## config.mk

```make
export PLATFORM = sky130hd
export DESIGN_NAME = msg_send_scheduler
export DESIGN_NICKNAME = d
export VERILOG_FILES = /design/src/rtl/msg_sched_pkg.sv /design/src/rtl/rr_arbiter.sv /design/src/rtl/msg_send_scheduler.sv
export SDC_FILE = /design/constraint.sdc
export NUM_CORES = 1
export LEC_CHECK = 0
export CAP_MARGIN = 20
export CORE_AREA = 2 2 79 58
export DETAILED_ROUTE_END_ITERATION = 12
export DIE_AREA = 0 0 81 60
export DONT_BUFFER_PORTS = 1
export PLACE_DENSITY_LB_ADDON = 0.2
export SLEW_MARGIN = 10
export SYNTH_ARGS = -nofsm -noshare
export SYNTH_HDL_FRONTEND = slang
export SYNTH_SLANG_ARGS = --single-unit
```

## constraint.sdc

```tcl
create_clock -name clk -period 4.5 [get_ports clk]
set_clock_uncertainty 0.1 [all_clocks]
set_input_delay 0.9 -clock clk [delete_from_list [all_inputs] [get_ports clk]]
set_output_delay 0.9 -clock clk [all_outputs]
set_load 0.05 [all_outputs]
```

## src/rtl/msg_sched_pkg.sv

```systemverilog
// Shared types and constants for the message send scheduler.
package msg_sched_pkg;

  typedef enum logic [1:0] {
    IDLE,
    ISSUE,
    SENDING
  } sched_state_e;

  localparam int unsigned DEFAULT_TIMEOUT_CYCLES = 255;
  localparam int unsigned CNT_W                  = 16;

endpackage

```

## src/rtl/rr_arbiter.sv

```systemverilog
// Combinational round-robin arbiter: first requester at or above ptr, with wrap-around.
module rr_arbiter #(
  parameter int unsigned N    = 4,
  parameter int unsigned ID_W = 2
) (
  input  logic [N-1:0]    req,
  input  logic [ID_W-1:0] ptr,
  output logic [N-1:0]    grant,
  output logic [ID_W-1:0] idx
);

  always_comb begin
    logic            found;
    int unsigned     cand;
    logic [ID_W-1:0] cand_idx;
    grant    = '0;
    idx      = '0;
    found    = 1'b0;
    cand     = 0;
    cand_idx = '0;
    for (int unsigned off = 0; off < N; off++) begin
      cand     = (32'(ptr) + off) % N;
      cand_idx = ID_W'(cand);
      if (!found && req[cand_idx]) begin
        found           = 1'b1;
        grant[cand_idx] = 1'b1;
        idx             = cand_idx;
      end
    end
  end

endmodule

```

## src/rtl/msg_send_scheduler.sv

```systemverilog
// Round-robin message send scheduler with response tracking.
// Optional per-slot response timeout enabled by defining MSG_SCHED_TIMEOUT_EN.
module msg_send_scheduler
  import msg_sched_pkg::*;
#(
  parameter int unsigned NUM_MSGS       = 4,
  parameter int unsigned TIMEOUT_CYCLES = DEFAULT_TIMEOUT_CYCLES,
  localparam int unsigned ID_W          = (NUM_MSGS > 1) ? $clog2(NUM_MSGS) : 1
) (
  input  logic                clk,
  input  logic                rst,
  input  logic [NUM_MSGS-1:0] pending,
  output logic                tx_valid,
  output logic [ID_W-1:0]     tx_id,
  input  logic                tx_ready,
  input  logic                tx_done,
  input  logic                resp_valid,
  input  logic [ID_W-1:0]     resp_id,
  output logic [NUM_MSGS-1:0] sent,
  output logic [NUM_MSGS-1:0] completed,
  output logic [NUM_MSGS-1:0] timed_out,
  output logic [NUM_MSGS-1:0] waiting,
  output logic                busy
);

  if (TIMEOUT_CYCLES < 1 || TIMEOUT_CYCLES > 65535) begin : g_bad_timeout
    $error("TIMEOUT_CYCLES must be in 1..65535");
  end

  sched_state_e        state_q, state_d;
  logic [ID_W-1:0]     tx_id_q, tx_id_d;
  logic [ID_W-1:0]     rr_ptr_q, rr_ptr_d;
  logic [NUM_MSGS-1:0] waiting_q, waiting_d;
  logic [NUM_MSGS-1:0] sent_q, sent_d;
  logic [NUM_MSGS-1:0] completed_q, completed_d;
  logic [NUM_MSGS-1:0] timed_out_q, timed_out_d;
  logic [NUM_MSGS-1:0] eligible, grant;
  logic [ID_W-1:0]     grant_idx;

`ifdef MSG_SCHED_TIMEOUT_EN
  localparam logic [CNT_W-1:0] TO_LAST = CNT_W'(TIMEOUT_CYCLES - 1);
  logic [NUM_MSGS-1:0][CNT_W-1:0] cnt_q, cnt_d;
`endif

  assign eligible = pending & ~waiting_q;

  rr_arbiter #(
    .N    (NUM_MSGS),
    .ID_W (ID_W)
  ) u_arb (
    .req   (eligible),
    .ptr   (rr_ptr_q),
    .grant (grant),
    .idx   (grant_idx)
  );

  always_comb begin
    state_d     = state_q;
    tx_id_d     = tx_id_q;
    rr_ptr_d    = rr_ptr_q;
    waiting_d   = waiting_q;
    sent_d      = '0;
    completed_d = '0;
    timed_out_d = '0;
`ifdef MSG_SCHED_TIMEOUT_EN
    cnt_d       = cnt_q;
`endif

    for (int unsigned i = 0; i < NUM_MSGS; i++) begin
      if (resp_valid && resp_id == ID_W'(i) && waiting_q[i]) begin
        waiting_d[i]   = 1'b0;
        completed_d[i] = 1'b1;
      end
    end

`ifdef MSG_SCHED_TIMEOUT_EN
    // A response landing in the expiry cycle has already claimed the slot above.
    for (int unsigned i = 0; i < NUM_MSGS; i++) begin
      if (!waiting_q[i]) begin
        cnt_d[i] = '0;
      end else if (cnt_q[i] == TO_LAST) begin
        cnt_d[i] = '0;
        if (!completed_d[i]) begin
          waiting_d[i]   = 1'b0;
          timed_out_d[i] = 1'b1;
        end
      end else begin
        cnt_d[i] = cnt_q[i] + CNT_W'(1);
      end
    end
`endif

    case (state_q)
      IDLE: begin
        if (|grant) begin
          tx_id_d  = grant_idx;
          rr_ptr_d = (grant_idx == ID_W'(NUM_MSGS - 1)) ? '0 : grant_idx + ID_W'(1);
          state_d  = ISSUE;
        end
      end
      ISSUE: begin
        if (tx_ready) state_d = SENDING;
      end
      SENDING: begin
        if (tx_done) begin
          state_d = IDLE;
          for (int unsigned i = 0; i < NUM_MSGS; i++) begin
            if (tx_id_q == ID_W'(i)) begin
              sent_d[i]    = 1'b1;
              waiting_d[i] = 1'b1;
            end
          end
        end
      end
      default: state_d = IDLE;
    endcase
  end

  always_ff @(posedge clk or posedge rst) begin
    if (rst) begin
      state_q     <= IDLE;
      tx_id_q     <= '0;
      rr_ptr_q    <= '0;
      waiting_q   <= '0;
      sent_q      <= '0;
      completed_q <= '0;
      timed_out_q <= '0;
    end else begin
      state_q     <= state_d;
      tx_id_q     <= tx_id_d;
      rr_ptr_q    <= rr_ptr_d;
      waiting_q   <= waiting_d;
      sent_q      <= sent_d;
      completed_q <= completed_d;
      timed_out_q <= timed_out_d;
    end
  end

`ifdef MSG_SCHED_TIMEOUT_EN
  always_ff @(posedge clk or posedge rst) begin
    if (rst) cnt_q <= '0;
    else     cnt_q <= cnt_d;
  end
`endif

  assign tx_valid  = (state_q == ISSUE);
  assign tx_id     = tx_id_q;
  assign busy      = (state_q != IDLE);
  assign waiting   = waiting_q;
  assign sent      = sent_q;
  assign completed = completed_q;
  assign timed_out = timed_out_q;

endmodule

```

==> out/qor.txt <==
Post-Syn Area per Cell -> 10.2 um^2
Worst Setup Path Type -> reg2reg
Vias per cell -> 5.03
Post-CTS resize count -> 0
Sequential-to-total area share from yosys stat -> 37.6%
Clock-pin slew on the worst setup and hold paths -> 0.06 ns
Leading area contributor after synthesis -> dfrtp_1
Num ports -> 31
Num CTS Buffers -> 3
Final nets -> 138
Routed wire length -> 2540 um
Clock sink count -> 18
Count leader, synth -> dfrtp_1
Final Cell Area -> 1270 um^2
Commonest cells in the netlist -> dfrtp_1, nor2_1, ha_1, nand2_1, nand2b_1
Ys async rst share -> 100%
Synth top area share -> 37.6%
Ranking of synthesized cells by area -> dfrtp_1, ha_1, mux4_2, nor2_1, mux2i_1
Status -> finished, final reports clean
Worst Tran Pin Value -> 0.995 ns
RePlAce Congestion -> 0.838
Hold Crit Class -> reg2reg
Final Max Tran Viols -> 0
Power density cells -> 849 nW/um^2
Register area -> 450 um^2
Max transition margin -> 33.5%
Period utilization -> 61.8%
Die ar. -> 4860 um^2
Library cells used by synthesis -> 42
First-pass GRT wire length -> 4240 um
Crit path DAT -> 2.81 ns
Row count -> 20
CTS tree -> done
Overall Global Routing Usage -> 11.6%
MaxCap Viol Count -> 0
F_max -> 360 MHz
Routed len/inst -> 14.8 um
Worst skew pair latency -> 0.24 ns
Final setup margin -> 1.72 ns
Vias in the first global route -> 825
Final Hold Vio Count -> 0
Cell count after synthesis -> 118
Antenna violations before repair -> 0
Share of cells above drive strength 1 -> 11.1%
Post-place setup slack -> 1.69 ns
Ant. Diodes -> 0
Multi-input gate area -> 681 um^2
Number of synthesized flops with an enable pin -> 0
Detail Placement HPWL -> 2030 um
Filler cell count -> 457
Post-Route Setup TNS -> 0 ns
Area delta synth->final -> 5.74%
First-pass DRT Iterations -> 4
Clock Path Buffers -> 2
Via count -> 865
Leakage -> 0.000584 uW
Core area -> 4150 um^2
Final setup vio count -> 0
RSZ-0062 raised after global routing -> false
Pin count of the biggest net entering global routing -> 19
Flop-to-flop setup slack -> 1.72 ns
Final Critical Period -> 2.78 ns
Drt initial violations -> 34
Peak VDD IR -> 0.000209 V
Number of synthesized register bits -> 18
Dominant synthesized flop cell -> dfrtp_1
Die height -> 60 um
CP max FO -> 12
Synth Cell Area -> 1200 um^2
DRC viols -> 0
CP Capture Type -> flip-flop
CP Data Required Time -> 4.53 ns
PortBufs -> 0
Clk root buf -> clkbuf_8
Post-CTS setup buffers -> 0
Hold buffers post-CTS -> 0
Antenna-violating nets left -> 0
Starting Density -> 28.9%
Setup crit start kind -> flip-flop
Die X -> 81 um
Area after DPL -> 1230 um^2
GRT overflow -> 0
Yosys warns -> 0
H-tree levels -> 1
[power by group]
group / internal [uW] / total, uW / switching, uW
logic: 240 / 571 / 331
registers: 209 / 400 / 191
clock network: 59.2 / 106 / 46.4
[cell usage in the layout (no fill, tap or decap), types with 3 or more instances in the layout]
cell / netlist / routed
nor4_1: 5 / 5
dfrtp_1: 18 / 18
o21ai_0: 3 / 3
a21o_1: 3 / 3
a211oi_1: 4 / 4
ha_1: 8 / 8
nor2_1: 12 / 12
mux2i_1: 4 / 4
nor2b_1: 4 / 4
nand2b_1: 6 / 6
conb_1: 1 / 4
inv_1: 5 / 5
clkbuf_8: 0 / 3
nand2_1: 8 / 8
[logic make-up (layout without fill, tap and decap cells)]
family / count (synthesis) / count (layout) / synth area share, %
compound gates: 22 / 22 / 14.6
fa+ha+maj: 8 / 8 / 8.35
other cells: 1 / 4 / 0.313
mux: 8 / 8 / 10.5
xor+xnor: 1 / 1 / 0.731
buf+inv: 14 / 10 / 6.58
simple gates: 46 / 46 / 21.3
flops: 18 / 18 / 37.6
[stage by stage]
step / hold WS (ns) / power, uW / cells / util, %
after floorplan: 0.371 / 877 / 121 / -
after global placement: 0.399 / 969 / 169 / 29.5
after detailed placement: 0.407 / 981 / 169 / 29.5
after CTS: 0.417 / 1090 / 172 / 30.5
after global routing: 0.447 / 1170 / 172 / 30.5
final: 0.419 / 1080 / 172 / 30.5
[flip-flops by register name, indices dropped and copies added, names as in the netlist, named ones only]
| name | flops |
|---|---|
| waiting | 4 |
| state_q | 2 |
| sent | 4 |
| rr_ptr_q | 1 |
| completed | 4 |
| tx_id | 2 |
[final cells by class]
type                            count  area share [%]
Clock buffer                        3            3.26
Inverter                            7            2.07
Multi-Input combinational cell     89            53.7
Sequential cell                    18            35.5
Tap cell                           55            5.43
[critical path, stage by stage, from the launching register on]
cell,delay [ns]
dfrtp_1,0.63
inv_2,0.21
ha_1,0.42
nand2b_1,0.10
nor4_1,0.05
a211oi_1,0.41
o21ai_1,0.18
a31oi_4,0.25
mux2_4,0.31
[routing by layer]
layer  vias up  track usage (%)  share of wire (%)
met5         -                0                  0
met4         0             3.63               0.71
met3         2             1.96                4.3
met2        16             17.8                 48
met1       438             16.6                 47
li1        409                -                  -
[final timing paths]
check,from,to,cells past startpoint
max,flip-flop,tx_id[1],8
max reg2reg,flip-flop,tx_id[1],8
min in group asynchronous,rst,sent[0],1
min reg2reg,state_q[1],state_q[0],1
min,state_q[1],state_q[0],1
max in group asynchronous,rst,waiting[2],1
Note: power is estimated with default switching activity, not from simulation.
